[src/rtl/v2x_sha_arbiter_pkg.sv]
// Shared types and SHA register map for the SHA-256 port arbiter.
// Imported by the arbiter top and its testbench.
package v2x_sha_arbiter_pkg;

   typedef enum logic [1:0] {
      ST_IDLE    = 2'd0,
      ST_GRANT   = 2'd1,
      ST_RELEASE = 2'd2
   } arb_state_e;

   localparam logic [7:0] SHA_ADDR_STATUS  = 8'h09;
   localparam logic [7:0] SHA_ADDR_DIGEST0 = 8'h20;

   localparam int OWNER_W = 3;

endpackage

[src/rtl/v2x_sha_arbiter_rr_picker.sv]
// Round-robin picker: first eligible requester searching upward
// from a start index, wrapping at NUM_REQ.
module v2x_rr_picker #(
   parameter int NUM_REQ = 2
) (
   input  logic [NUM_REQ-1:0] i_req,
   input  logic [NUM_REQ-1:0] i_mask,
   input  logic [2:0]         i_start,
   output logic [NUM_REQ-1:0] o_pick,
   output logic [2:0]         o_idx,
   output logic               o_valid
);

   logic [NUM_REQ-1:0] elig;
   int                 idx;

   assign elig = i_req & ~i_mask;

   always_comb begin
      o_pick  = '0;
      o_idx   = '0;
      o_valid = 1'b0;
      idx     = 0;
      for (int k = 0; k < NUM_REQ; k++) begin
         idx = int'(i_start) + k;
         if (idx >= NUM_REQ) idx = idx - NUM_REQ;
         if (!o_valid && elig[idx]) begin
            o_valid     = 1'b1;
            o_pick[idx] = 1'b1;
            o_idx       = 3'(idx);
         end
      end
   end

endmodule

[src/rtl/v2x_sha_arbiter.sv]
// Shares the SHA-256 register port among requesters with round-robin
// lock ownership, a dead cycle between owners and an idle-owner watchdog.
module v2x_sha_arbiter
   import v2x_sha_arbiter_pkg::*;
#(
   parameter int NUM_REQ = 2,
   parameter int TIMEOUT = 4096,
   parameter int CNT_W   = 13
) (
   input  logic                  i_sys_clk,
   input  logic                  i_sys_rst,
   input  logic [NUM_REQ-1:0]    i_req,
   output logic [NUM_REQ-1:0]    o_grant,
   input  logic [NUM_REQ-1:0]    i_req_cs,
   input  logic [NUM_REQ-1:0]    i_req_we,
   input  logic [NUM_REQ*8-1:0]  i_req_address,
   input  logic [NUM_REQ*32-1:0] i_req_write_data,
   output logic [31:0]           o_req_read_data,
   output logic [NUM_REQ-1:0]    o_req_error,
   output logic                  o_sha_cs,
   output logic                  o_sha_we,
   output logic [7:0]            o_sha_address,
   output logic [31:0]           o_sha_write_data,
   input  logic [31:0]           i_sha_read_data,
   input  logic                  i_sha_error,
   output logic                  o_busy,
   output logic [OWNER_W-1:0]    o_owner,
   output logic                  o_timeout_pulse,
   output logic [NUM_REQ-1:0]    o_timeout_flags
);

   localparam logic [CNT_W-1:0] WD_LAST  = CNT_W'(TIMEOUT - 1);
   localparam logic [2:0]       LAST_IDX = 3'(NUM_REQ - 1);

   arb_state_e         state_q, state_d;
   logic [NUM_REQ-1:0] grant_q, grant_d;
   logic [2:0]         owner_q, owner_d;
   logic [2:0]         rr_q, rr_d;
   logic [CNT_W-1:0]   wdog_q, wdog_d;
   logic [NUM_REQ-1:0] mask_q, mask_d;
   logic [NUM_REQ-1:0] flags_q, flags_d;
   logic               pulse_q, pulse_d;

   logic [NUM_REQ-1:0] pick;
   logic [2:0]         pick_idx;
   logic               pick_valid;
   logic               owner_req;

   v2x_rr_picker #(
      .NUM_REQ (NUM_REQ)
   ) u_picker (
      .i_req   (i_req),
      .i_mask  (mask_q),
      .i_start (rr_q),
      .o_pick  (pick),
      .o_idx   (pick_idx),
      .o_valid (pick_valid)
   );

   always_ff @(posedge i_sys_clk) begin
      if (i_sys_rst) begin
         state_q <= ST_IDLE;
         grant_q <= '0;
         owner_q <= '0;
         rr_q    <= '0;
         wdog_q  <= '0;
         mask_q  <= '0;
         flags_q <= '0;
         pulse_q <= 1'b0;
      end else begin
         state_q <= state_d;
         grant_q <= grant_d;
         owner_q <= owner_d;
         rr_q    <= rr_d;
         wdog_q  <= wdog_d;
         mask_q  <= mask_d;
         flags_q <= flags_d;
         pulse_q <= pulse_d;
      end
   end

   assign owner_req = |(i_req & grant_q);

   always_comb begin
      state_d = state_q;
      grant_d = grant_q;
      owner_d = owner_q;
      rr_d    = rr_q;
      wdog_d  = wdog_q;
      mask_d  = mask_q & i_req;
      flags_d = flags_q;
      pulse_d = 1'b0;
      unique case (state_q)
         ST_IDLE, ST_RELEASE: begin
            if (pick_valid) begin
               grant_d = pick;
               owner_d = pick_idx;
               rr_d    = (pick_idx == LAST_IDX) ? 3'd0 : pick_idx + 3'd1;
               wdog_d  = '0;
               state_d = ST_GRANT;
            end else begin
               grant_d = '0;
               state_d = ST_IDLE;
            end
         end
         ST_GRANT: begin
            if (!owner_req) begin
               grant_d = '0;
               wdog_d  = '0;
               state_d = ST_RELEASE;
            end else if (o_sha_cs) begin
               wdog_d = '0;
            end else if (wdog_q == WD_LAST) begin
               // revoke a hung owner; it must drop req before regrant
               grant_d = '0;
               wdog_d  = '0;
               pulse_d = 1'b1;
               flags_d = flags_q | grant_q;
               mask_d  = mask_d | grant_q;
               state_d = ST_RELEASE;
            end else begin
               wdog_d = wdog_q + 1'b1;
            end
         end
         default: begin
            grant_d = '0;
            state_d = ST_IDLE;
         end
      endcase
   end

   // grant is zero outside GRANT, so the mux idles the core bus there
   always_comb begin
      o_sha_cs         = 1'b0;
      o_sha_we         = 1'b0;
      o_sha_address    = '0;
      o_sha_write_data = '0;
      for (int n = 0; n < NUM_REQ; n++) begin
         if (grant_q[n]) begin
            o_sha_cs         = o_sha_cs | i_req_cs[n];
            o_sha_we         = o_sha_we | i_req_we[n];
            o_sha_address    = o_sha_address | i_req_address[8*n +: 8];
            o_sha_write_data = o_sha_write_data | i_req_write_data[32*n +: 32];
         end
      end
   end

   assign o_grant         = grant_q;
   assign o_owner         = owner_q;
   assign o_busy          = (state_q != ST_IDLE);
   assign o_timeout_pulse = pulse_q;
   assign o_timeout_flags = flags_q;
   assign o_req_read_data = i_sha_read_data;
   assign o_req_error     = {NUM_REQ{i_sha_error}} & grant_q;

endmodule

[config.mk]
export PLATFORM = sky130hd
export DESIGN_NAME = v2x_sha_arbiter
export DESIGN_NICKNAME = d
export VERILOG_FILES = /design/src/rtl/v2x_sha_arbiter_pkg.sv /design/src/rtl/v2x_sha_arbiter_rr_picker.sv /design/src/rtl/v2x_sha_arbiter.sv
export SDC_FILE = /design/constraint.sdc
export NUM_CORES = 1
export LEC_CHECK = 0
export CAP_MARGIN = 20
export CORE_MARGIN = 1.5
export CORE_UTILIZATION = 34
export DETAILED_ROUTE_END_ITERATION = 8
export PLACE_DENSITY_LB_ADDON = 0.25
export SYNTH_ARGS = -nofsm -noshare
export SYNTH_HDL_FRONTEND = slang
export SYNTH_SLANG_ARGS = --single-unit
[constraint.sdc]
create_clock -name i_sys_clk -period 3.4 [get_ports i_sys_clk]
set_input_delay 0.68 -clock i_sys_clk [delete_from_list [all_inputs] [get_ports i_sys_clk]]
set_output_delay 0.68 -clock i_sys_clk [all_outputs]
set_load 0.02 [all_outputs]
==> metrics.md, run 1 <==
| Metric | Value |
|---|---|
| Result of the run | `complete, but fails checks` |
| Violated checks | `DRC` |
| H-tree lvl count | `1` |
| DR iter-0 viols | `113` |
| Worst setup path category | `reg -> out` |
| Clock buffer count from CTS | `3` |
| Count of cells resized by post-cts repair | `0` |
| Global-route wire length before repair | `13100 µm` |
| Maximum count of clock buffers along a single path | `2` |
| Final-stage net count | `509` |
| Maximum fanout encountered on the critical timing path | `36` |
| Maximum number of pins on one net before global-route repair | `40` |
| Total via count in the routed design | `2544` |
| Sequential share of the synthesized area | `24.3%` |
| Worst hold path type | `reg -> reg` |
| Via-to-Cell Ratio | `5.58` |
| Total track usage | `23.0%` |
| Detailed-router iteration count before antenna repair | `6` |
| Syn-to-layout area delta | `55.4%` |
| Most utilized layer in the global route result | `met1` |
| CTS tree | `done` |
| Cell area after synthesis | `0.00231 mm²` |
| Worst-path clk slew | `0.09 ns` |
| Worst Skew | `0.00273 ns` |
| Post-synth top area cell | `sky130_fd_sc_hd__dfxtp_1` |
| Number of cells in the design after placement | `453` |
| Number of top-level pins | `206` |
| Clock tree root buffer cell | `sky130_fd_sc_hd__clkbuf_8` |
| Post-CTS setup-driven buffer insertion count | `0` |
| Unrepaired setup endpoints after global routing | `no` |
| Seq cells post-synth | `28` |
| Proportion of layout cells with a drive suffix above 1 | `6.33%` |
| Hold buffer count at CTS | `0` |
| Highest attainable clock frequency | `351 MHz` |
| Startpoint type of the worst setup path | `flip-flop` |
| Crit path max-delay cell type | `sky130_fd_sc_hd__dfxtp_2` |
| Number of sinks on the clock net | `28` |
| Weighted congestion at the end of routability-driven global placement | `0.883` |
| Die Outline Area | `0.00729 mm²` |
| Cell Count, Final, Fillers Out | `456` |
| Per-instance average area after synthesis | `8.24 µm²` |
| Core area | `0.00646 mm²` |
| Max Slew Vio Count | `0` |
| Post-synthesis net count | `408` |
| Antenna diode count | `0` |
| Series of cell instances along the critical path | `buf_4 -> a22o_1 -> clkdlybuf4s50_1` |
| Post-detailed-route count of antenna-violating nets | `0` |
| Element type at the critical path end | `primary output` |
| Fin crit period | `2.85 ns` |
| Warnings from Yosys | `0` |
| Crit path required time | `2.72 ns` |
| Worst stage delay on the critical path | `0.81 ns` |
| Count of flip-flops with a built-in enable after synthesis | `0` |
| Most used flip-flop cell after synthesis | `sky130_fd_sc_hd__dfxtp_1` |
| Syn Inst Count | `280` |
| Static leakage | `1.35 nW` |
| Global-route met3 utilization | `9.73%` |
| DRC violation count after routing | `15` |
| Number of distinct library cells after synthesis | `57` |
| Vias in the first global route | `2383` |
| M2 GR Usage | `32.7%` |
| Share of flip-flops with an asynchronous set or reset after synthesis | `0%` |
| Fraction of synthesized cell area taken by the top area cell type | `24.3%` |
| Period Utilization, post-route | `83.7%` |
| Worst VDD drop | `0.000263 V` |
| Normalized max-slew margin | `50.3%` |
| Number of failing hold endpoints at the final stage | `0` |
| Row count | `29` |
| Worst Path Arrival | `2.17 ns` |
| Die extent in x | `85.4 µm` |
| Slew at the pin closest to its max-slew limit | `0.746 ns` |
| Global-route met1 utilization | `32.9%` |
| Maximum capacitance violations | `0` |
| Initial antenna violation count | `0` |
| Chip Height | `85.4 µm` |
| Total negative slack | `0 ns` |
| Latest clock arrival within the worst-skew pair | `0.27 ns` |
| Total wire length | `8690 µm` |
| Initial core utilization | `35.7%` |
| Top area cells in the synthesized netlist | `sky130_fd_sc_hd__dfxtp_1 24%, sky130_fd_sc_hd__a22o_1 16%, sky130_fd_sc_hd__buf_4 11%` |
| Overflow after GRT | `0` |
| Power Dens Cells | `293 mW/mm²` |
| Total half-perimeter wirelength after legalization and detailed placement | `6780 µm` |
| # port buffers | `141` |
| Worst Hold Margin | `0.476 ns` |
| Total setup violations reported at the end of the flow | `0` |
| Routed wirelength normalized by instance count | `19.0 µm` |
[placed cells by master (no fill, tap or decap), types with 3 or more instances in the layout]
cell                              count
sky130_fd_sc_hd__nand2_1              9
sky130_fd_sc_hd__dfxtp_1             26
sky130_fd_sc_hd__nand3_1              6
sky130_fd_sc_hd__nand2b_1             5
sky130_fd_sc_hd__a21oi_1             17
sky130_fd_sc_hd__o21ai_0             10
sky130_fd_sc_hd__clkdlybuf4s50_1    141
sky130_fd_sc_hd__a22o_1              43
sky130_fd_sc_hd__buf_4                6
sky130_fd_sc_hd__inv_1                3
sky130_fd_sc_hd__a31oi_1              6
sky130_fd_sc_hd__clkbuf_8             3
sky130_fd_sc_hd__a22oi_1              4
sky130_fd_sc_hd__nor2b_1              7
sky130_fd_sc_hd__nor3_1               7
sky130_fd_sc_hd__or3_1                3
sky130_fd_sc_hd__nand3b_1             4
sky130_fd_sc_hd__nor2_1              18
sky130_fd_sc_hd__ha_1                 7
sky130_fd_sc_hd__a21o_1               5
[final timing paths]
kind | startpoint | to | slack (ns) | cells after the start
max | o_grant[0]$_SDFFE_PP0P_ | o_sha_write_data[7] | 0.55 | 3
min | wdog_q[12]$_SDFFE_PP0P_ | wdog_q[12]$_SDFFE_PP0P_ | 0.48 | 1
min reg2reg | wdog_q[12]$_SDFFE_PP0P_ | wdog_q[12]$_SDFFE_PP0P_ | 0.48 | 1
max reg2reg | o_grant[1]$_SDFFE_PP0P_ | wdog_q[11]$_SDFFE_PP0P_ | 0.94 | 6
[logic make-up (layout without fill, tap and decap cells)]
family	Yosys count	in the layout	share of synthesized area, %
XOR/XNOR	5	5	2.22
AO/OA/AOI/OAI	109	109	36.7
buffers and inverters	56	155	14.6
adder cells (fa/ha/maj)	7	7	3.79
flip-flops	28	28	24.3
AND/OR/NAND/NOR	75	75	18.4
[where the power goes]
group	switching [mW]	internal, mW
Clock	0.0964	0.0795
Combinational	0.230	0.270
Sequential	0.0325	0.341
[synth_stat cells (3+ instances only)]
cell type / instances
sky130_fd_sc_hd__a22o_1: 43
sky130_fd_sc_hd__buf_4: 33
sky130_fd_sc_hd__dfxtp_1: 28
sky130_fd_sc_hd__nor2_1: 18
sky130_fd_sc_hd__a21oi_1: 17
sky130_fd_sc_hd__clkbuf_1: 15
sky130_fd_sc_hd__o21ai_0: 10
sky130_fd_sc_hd__nand2_1: 9
sky130_fd_sc_hd__ha_1: 7
sky130_fd_sc_hd__nor2b_1: 7
sky130_fd_sc_hd__nor3_1: 7
sky130_fd_sc_hd__a31oi_1: 6
sky130_fd_sc_hd__nand3_1: 6
sky130_fd_sc_hd__a21o_1: 5
sky130_fd_sc_hd__nand2b_1: 5
sky130_fd_sc_hd__a22oi_1: 4
sky130_fd_sc_hd__nand3b_1: 4
sky130_fd_sc_hd__inv_1: 3
sky130_fd_sc_hd__or3_1: 3
[registers in the layout, summed over array words and instances (netlist names)]
signal           count
o_timeout_pulse      1
o_owner              3
o_grant              2
wdog_q              13
o_timeout_flags      2
mask_q               2
rr_q                 3
state_q              2
[critical path: cells and delay by family, from the launching register on]
family / cells / cell delay (ns)
DFF: 1 / 0.81
AOI/OAI and AO/OA: 1 / 0.16
buffers and inverters: 2 / 0.91
[routing by layer]
layer	wire length (µm)	share of wire, %	up-vias
met3	1100	13	8
met2	3530	41	144
li1	-	-	1213
met1	4000	46	1179
met5	0	0	-
met4	56	0.64	0
[final cells by class]
type | count | area [µm²]
clock buffers | 3 | 41.3
fillers | 595 | 2870
inverters | 5 | 18.8
multi-input cells | 196 | 1410
flip-flops and latches | 28 | 563
well taps | 77 | 96.3
repair buffers | 147 | 1460
[stage by stage]
stage	cell area [µm²]	utilization, %	worst slack [ns]	total power, mW
after global routing	3590	55.5	0.449	1.11
after CTS	3590	55.5	0.532	1.06
after detailed placement	3550	54.9	0.693	0.876
after global placement	3550	54.9	0.691	0.872
final	3590	55.5	0.554	1.05
after floorplan	2310	-	1.29	0.686
Note: power is estimated with default switching activity, not from simulation.
==> run 2, diff against run 1 <==
--- a/config.mk
+++ b/config.mk
@@ -7,7 +7,7 @@
 export LEC_CHECK = 0
 export CAP_MARGIN = 20
 export CORE_MARGIN = 1.5
-export CORE_UTILIZATION = 34
+export CORE_UTILIZATION = 32
 export DETAILED_ROUTE_END_ITERATION = 8
 export PLACE_DENSITY_LB_ADDON = 0.25
 export SYNTH_ARGS = -nofsm -noshare
==> constraint.sdc (replaced) <==
create_clock -name i_sys_clk -period 2.7 [get_ports i_sys_clk]
set_input_delay 0.54 -clock i_sys_clk [delete_from_list [all_inputs] [get_ports i_sys_clk]]
set_output_delay 0.54 -clock i_sys_clk [all_outputs]
set_load 0.02 [all_outputs]
==> run 2 against run 1 <==
Compared with the run above: the flow now finishes without violations; clock skew about the same; combinational power increased by 31%; wire length increased by 0.73%; sequential power increased by 21%; critical path depth unchanged; sequential cell count unchanged; setup slack got worse by 0.37 ns; hold slack got worse by 0.0021 ns; final area increased by 1.7%; clock-buffer cell count increased by 1; register-to-register slack got worse by 0.54 ns; critical path type unchanged; largest cell class unchanged.
==> metrics.md, run 2 (synthesis gave the netlist of run 1 again) <==
| Metric | Value |
|---|---|
| Result of the run | `complete, no violations` |
| Series of cell instances along the critical path | `buf_12 -> a22o_1 -> clkdlybuf4s50_1` |
| Startpoint type of the worst setup path | `flip-flop` |
| Number of top-level pins | `206 (unchanged)` |
| Static leakage | `1.39 nW (+3.0%)` |
| Register bank with the most flops | `wdog_q` |
| Combinational fraction of design power | `47.5% (-0.2 points)` |
| Cell Count, Final, Fillers Out | `480 (+5.3%)` |
| Reg power frac | `32.9% (-2.7 points)` |
| Worst-path clk slew | `0.10 ns (about the same)` |
| Part of the total power dissipated in the clock network | `19.6% (+2.8 points)` |
| Routed wirelength normalized by instance count | `18.2 µm (-4.3%)` |
| Maximum number of pins on one net before global-route repair | `43 (+7.5%)` |
| Proportion of layout cells with a drive suffix above 1 | `8.85% (+2.5 points)` |
| RR Endpoint | `rr_q[2]$_SDFFE_PP0P_` |
| Overflow after GRT | `0 (unchanged)` |
| Number of cells in the design after placement | `476 (+5.1%)` |
| Total negative slack | `0 ns (unchanged)` |
| Most frequent cells in the layout | `134 x sky130_fd_sc_hd__clkdlybuf4s50_1, 43 x sky130_fd_sc_hd__a22o_1, 28 x sky130_fd_sc_hd__dfxtp_1` |
| Hold buffer count at CTS | `0 (unchanged)` |
| Crit path max-delay family | `buffers and inverters` |
| Weighted congestion at the end of routability-driven global placement | `0.870 (-1.5%)` |
| Slew at the pin closest to its max-slew limit | `0.458 ns (-0.288 ns)` |
| Initial antenna violation count | `0 (unchanged)` |
| Unrepaired setup endpoints after global routing | `no` |
| Worst VDD drop | `0.000248 V (-6.0%)` |
| R2r worst-path depth | `8 (+2)` |
| Number of cells on the critical path | `3 (unchanged)` |
| Total wire length | `8750 µm (+0.73%)` |
| Setup slack at placement | `0.308 ns (-0.385 ns)` |
| Row count | `30 (+3.4%)` |
| Vias in the first global route | `2456 (+3.1%)` |
| Total power draw | `1.37 mW (+31%)` |
| Endpoint of the most critical setup path | `o_sha_write_data[28]` |
| Clock buffer count from CTS | `3 (unchanged)` |
| Net Switching | `0.469 mW (+31%)` |
| Maximum fanout encountered on the critical timing path | `42 (+17%)` |
| Die extent in x | `87.9 µm (+3.0%)` |
| Total setup violations reported at the end of the flow | `0 (unchanged)` |
| Global-route wire length before repair | `12900 µm (-1.0%)` |
| Post-CTS setup-driven buffer insertion count | `0 (unchanged)` |
| Core area | `0.00687 mm² (+6.4%)` |
| Total via count in the routed design | `2546 (+0.079%)` |
| Worst setup path category | `reg -> out` |
| Die Outline Area | `0.00773 mm² (+6.0%)` |
| H-tree lvl count | `1 (unchanged)` |
| Worst hold path type | `reg -> reg` |
| # port buffers | `141 (unchanged)` |
| Worst Slack Setup Final | `0.181 ns (-0.373 ns)` |
| Maximum capacitance violations | `0 (unchanged)` |
| Initial core utilization | `33.6% (-2.1 points)` |
| Crit path required time | `2.16 ns (-0.56 ns)` |
| Latest clock arrival within the worst-skew pair | `0.28 ns (about the same)` |
| Post-detailed-route count of antenna-violating nets | `0 (unchanged)` |
| Register-to-register setup slack | `0.40 ns (-0.54 ns)` |
| Fin crit period | `2.52 ns` |
| DR iter-0 viols | `79 (-30%)` |
| Layout filler cell count | `660 (+11%)` |
| DRC violation count after routing | `0 (-15)` |
| Total track usage | `21.9% (-1.1 points)` |
| Worst stage delay on the critical path | `0.62 ns (-0.19 ns)` |
| Sw frac | `34.2% (about the same)` |
| Final-stage net count | `513 (+0.79%)` |
| Number of flip-flops under the largest register name | `13 (unchanged)` |
| Maximum count of clock buffers along a single path | `2 (unchanged)` |
| Internal power contribution | `0.904 mW (+31%)` |
| Total half-perimeter wirelength after legalization and detailed placement | `7010 µm (+3.4%)` |
| Count of cells resized by post-cts repair | `0 (unchanged)` |
| Normalized max-slew margin | `69.3% (+19 points)` |
| Syn-to-layout area delta | `58.0%` |
| Crit path from | `o_grant[0]$_SDFFE_PP0P_` |
| Chip Height | `87.9 µm (+3.0%)` |
| Worst Path Arrival | `1.98 ns (-0.19 ns)` |
| Period Utilization, post-route | `93.3%` |
| Worst Skew | `0.00237 ns (-0.000355 ns)` |
| Clock tree root buffer cell | `sky130_fd_sc_hd__clkbuf_8` |
| Highest attainable clock frequency | `397 MHz` |
| Via-to-Cell Ratio | `5.30 (-4.9%)` |
| CTS tree | `done` |
| Power Dens Cells | `377 mW/mm² (+29%)` |
| Number of failing hold endpoints at the final stage | `0 (unchanged)` |
| Crit path max-delay cell type | `sky130_fd_sc_hd__clkdlybuf4s50_1` |
| Antenna diode count | `0 (unchanged)` |
| Most common library cell in the layout ignoring fill and taps | `sky130_fd_sc_hd__clkdlybuf4s50_1` |
| WP buf/inv | `2 (unchanged)` |
| Element type at the critical path end | `primary output` |
| Crit Reg-Reg Startpoint | `rr_q[1]$_SDFFE_PP0P_` |
| Number of sinks on the clock net | `28 (unchanged)` |
| Max Slew Vio Count | `0 (unchanged)` |
| Detailed-router iteration count before antenna repair | `4 (-2)` |
## run 2: routing by layer
layer  wire length (µm)  global-route usage, %  up-vias  part of all wire (%)
met5                  0                      0        -                     0
met4                167                   7.07        0                   1.9
met3                640                   3.30       13                   7.3
met2               4250                   38.2      116                    49
met1               3700                   27.5     1187                    42
li1                   -                      -     1230                     -
## run 2: area by class of cell
type                       instances  area (µm²)  share of cell area, %
sequential                        28         561                   15.4
inverter                           5        18.8                  0.515
multi-input combinational        196        1410                   38.7
timing repair buffer             151        1480                   40.6
clock buffer                       4        55.1                   1.51
tap                               96         120                   3.29
## run 2: worst min path at each step
stage / to / from / depth (start not counted) / slack (ns)
4_1_cts: wdog_q[12]$_SDFFE_PP0P_ / wdog_q[12]$_SDFFE_PP0P_ / 1 / 0.48
2_1_floorplan: wdog_q[12]$_SDFFE_PP0P_ / wdog_q[12]$_SDFFE_PP0P_ / 1 / 0.45
5_1_grt: wdog_q[12]$_SDFFE_PP0P_ / wdog_q[12]$_SDFFE_PP0P_ / 1 / 0.51
3_3_place_gp: o_timeout_flags[0]$_SDFFE_PP0P_ / o_timeout_flags[0]$_SDFFE_PP0P_ / 2 / 0.45
6_report: wdog_q[12]$_SDFFE_PP0P_ / wdog_q[12]$_SDFFE_PP0P_ / 1 / 0.47
3_5_place_dp: o_timeout_flags[0]$_SDFFE_PP0P_ / o_timeout_flags[0]$_SDFFE_PP0P_ / 2 / 0.46
## run 2: power groups by stage
stage / Clock, mW / Sequential, mW / Combinational, mW
2_1_floorplan: 0 / 0.461 / 0.403
6_report: 0.269 / 0.452 / 0.653
5_1_grt: 0.289 / 0.455 / 0.701
3_3_place_gp: 0 / 0.460 / 0.646
3_5_place_dp: 0 / 0.461 / 0.652
4_1_cts: 0.274 / 0.451 / 0.656
## run 2: per-stage QoR
step / utilization [%] / hold WS, ns / area (µm²)
floorplan: - / 0.450 / 2310
global placement: 52.3 / 0.454 / 3590
detailed placement: 52.3 / 0.460 / 3590
CTS: 53.1 / 0.479 / 3650
global route: 53.1 / 0.510 / 3650
finish: 53.1 / 0.474 / 3650
==> run 3, diff against run 2 <==
--- a/config.mk
+++ b/config.mk
@@ -6,7 +6,6 @@
 export NUM_CORES = 1
 export LEC_CHECK = 0
 export CAP_MARGIN = 20
-export CORE_MARGIN = 1.5
 export CORE_UTILIZATION = 32
 export DETAILED_ROUTE_END_ITERATION = 8
 export PLACE_DENSITY_LB_ADDON = 0.25
==> run 3 against run 2 <==
Compared with the run above: total power decreased by 2.6%; fmax up 3.4%; non-clock buffer count is the same; setup slack improved by 0.084 ns; final area increased by 0.51%; clock skew increased by 0.0018 ns; global-route usage rose by 0.097 points; sequential share of layout area barely moved; cell count decreased by 0.21%; sequential power about the same; critical path depth stayed put; wire length increased by 0.70%; critical path type is now in -> out; largest cell class unchanged; highest routed layer unchanged.
==> metrics.md, run 3 (synthesis gave the netlist of run 1 again) <==
| Metric | Value |
|---|---|
| Result of the run | `complete, no violations` |
| Normalized max-slew margin | `71.0% (+1.6 points)` |
| Startpoint of the tightest hold check path | `o_owner[2]$_SDFFE_PP0P_` |
| Antenna diode count | `0 (unchanged)` |
| Total half-perimeter wirelength after legalization and detailed placement | `7020 µm (+0.21%)` |
| Total setup violations reported at the end of the flow | `0 (unchanged)` |
| Latest clock arrival within the worst-skew pair | `0.27 ns (about the same)` |
| Worst Path Arrival | `1.90 ns (-0.08 ns)` |
| Maximum number of pins on one net before global-route repair | `35 (-19%)` |
| Syn-to-layout area delta | `58.8%` |
| Number of failing hold endpoints at the final stage | `0 (unchanged)` |
| Post-CTS setup-driven buffer insertion count | `0 (unchanged)` |
| Endpoint, Worst Hold | `o_owner[2]$_SDFFE_PP0P_` |
| Chip Height | `86.9 µm (-1.1%)` |
| Number of sinks on the clock net | `28 (unchanged)` |
| Initial antenna violation count | `0 (unchanged)` |
| Hold buffer count at CTS | `0 (unchanged)` |
| Fin crit period | `2.44 ns (-0.0839 ns)` |
| Crit path required time | `2.16 ns (about the same)` |
| Period Utilization, post-route | `90.2% (-3.1 points)` |
| Weighted congestion at the end of routability-driven global placement | `0.858 (-1.4%)` |
| Power Dens Cells | `365 mW/mm² (-3.1%)` |
| Routed wirelength normalized by instance count | `18.4 µm (+0.91%)` |
| Row count | `30 (unchanged)` |
| Max Slew Vio Count | `0 (unchanged)` |
| CTS tree | `done` |
| Worst-path clk slew | `0.09 ns (about the same)` |
| Via-to-Cell Ratio | `5.28 (-0.46%)` |
| Most frequent cells in the layout | `141 x sky130_fd_sc_hd__clkdlybuf4s50_1, 43 x sky130_fd_sc_hd__a22o_1, 26 x sky130_fd_sc_hd__dfxtp_1` |
| Hold depth | `2 (+1)` |
| Highest attainable clock frequency | `411 MHz (+3.4%)` |
| Static leakage | `1.38 nW (-1.0%)` |
| Detailed-router iteration count before antenna repair | `4 (unchanged)` |
| Worst hold path type | `reg -> reg` |
| Total negative slack | `0 ns (unchanged)` |
| Final-stage net count | `513 (unchanged)` |
| Most common library cell in the layout ignoring fill and taps | `sky130_fd_sc_hd__clkdlybuf4s50_1` |
| Die extent in x | `86.9 µm (-1.1%)` |
| Crit Reg-Reg Startpoint | `rr_q[1]$_SDFFE_PP0P_` |
| Count of cells resized by post-cts repair | `0 (unchanged)` |
| R2r worst-path depth | `8 (unchanged)` |
| Clock buffer count from CTS | `3 (unchanged)` |
| Startpoint type of the worst setup path | `input pin` |
| Maximum capacitance violations | `0 (unchanged)` |
| Register-to-register setup slack | `0.44 ns (+0.04 ns)` |
| Worst setup path category | `in -> out` |
| Number of top-level pins | `206 (unchanged)` |
| Layout filler cell count | `656 (-0.61%)` |
| Worst Skew | `0.00414 ns (+0.00177 ns)` |
| Global-route wire length before repair | `12600 µm (-2.6%)` |
| Vias in the first global route | `2381 (-3.1%)` |
| Clock tree root buffer cell | `sky130_fd_sc_hd__clkbuf_8` |
| Initial core utilization | `33.6% (unchanged)` |
| Unrepaired setup endpoints after global routing | `no` |
| Worst VDD drop | `0.000206 V (-17%)` |
| Maximum fanout encountered on the critical timing path | `1 (-98%)` |
| Element type at the critical path end | `primary output` |
| Number of flip-flops under the largest register name | `13 (unchanged)` |
| Overflow after GRT | `0 (unchanged)` |
| Core area | `0.00687 mm² (unchanged)` |
| DR iter-0 viols | `155 (+96%)` |
| Slew at the pin closest to its max-slew limit | `0.433 ns (-0.0259 ns)` |
| H-tree lvl count | `1 (unchanged)` |
| Total power draw | `1.34 mW (-2.6%)` |
| RR Endpoint | `rr_q[2]$_SDFFE_PP0P_` |
| Total via count in the routed design | `2529 (-0.67%)` |
| Proportion of layout cells with a drive suffix above 1 | `7.31% (-1.5 points)` |
| # port buffers | `141 (unchanged)` |
| Total track usage | `22.0% (+0.097 points)` |
| Post-detailed-route count of antenna-violating nets | `0 (unchanged)` |
| Total wire length | `8810 µm (+0.70%)` |
| Register bank with the most flops | `wdog_q` |
| DRC violation count after routing | `0 (unchanged)` |
| Die Outline Area | `0.00756 mm² (-2.3%)` |
| Maximum count of clock buffers along a single path | `2 (unchanged)` |
-- run 3: cell types whose count changed in the layout (fill, tap and decap cells not counted), sizes merged --
cell	change
clkdlybuf4s50	+7
buf	-7
clkbuf	-1
-- run 3: cell type report --
class	instances	area [µm²]	area share [%]
repair buffers	151	1510	41.2
multi-input cells	196	1410	38.5
flip-flops and latches	28	563	15.4
well taps	96	120	3.28
clock buffers	3	41.3	1.13
inverters	5	18.8	0.512
-- run 3: stage by stage --
| stage | instances | instance area (µm²) | worst slack, ns | hold WS, ns | util (%) |
|---|---|---|---|---|---|
| finish | 479 | 3670 | 0.265 | 0.478 | 53.4 |
| global placement | 476 | 3620 | 0.241 | 0.457 | 52.8 |
| global route | 479 | 3670 | 0.234 | 0.502 | 53.4 |
| floorplan | 280 | 2310 | 0.593 | 0.450 | - |
| detailed placement | 476 | 3620 | 0.256 | 0.459 | 52.8 |
| CTS | 479 | 3670 | 0.239 | 0.480 | 53.4 |
-- run 3: layer usage --
layer,GRT usage [%],vias to the layer above,part of all wire [%]
li1,-,1231,-
met3,4.74,8,8.4
met5,0,-,0
met1,26.3,1176,40
met4,4.24,0,1.6
met2,40.4,114,50
-- run 3: how the worst max path moves through the flow --
stage | startpoint | endpoint | slack (ns) | cells past startpoint
after floorplan | rr_q[0]$_SDFFE_PP0P_ | rr_q[2]$_SDFFE_PP0P_ | 0.59 | 7
after global placement | i_req_write_data[0] | o_sha_write_data[0] | 0.24 | 3
after detailed placement | i_req_write_data[0] | o_sha_write_data[0] | 0.26 | 3
after CTS | i_req_write_data[0] | o_sha_write_data[0] | 0.24 | 3
after global routing | o_grant[1]$_SDFFE_PP0P_ | o_sha_write_data[0] | 0.23 | 3
final | i_req_write_data[0] | o_sha_write_data[0] | 0.26 | 3
-- run 3: worst max-delay path: stages --
cell,delay (ns)
sky130_fd_sc_hd__clkdlybuf4s50_1,0.46
sky130_fd_sc_hd__a22o_1,0.21
sky130_fd_sc_hd__clkdlybuf4s50_1,0.69
-- run 3: power by group --
group          internal [mW]  total, mW  switching (mW)
sequential             0.429      0.453          0.0241
combinational          0.351      0.658           0.308
clock                  0.100      0.225           0.125
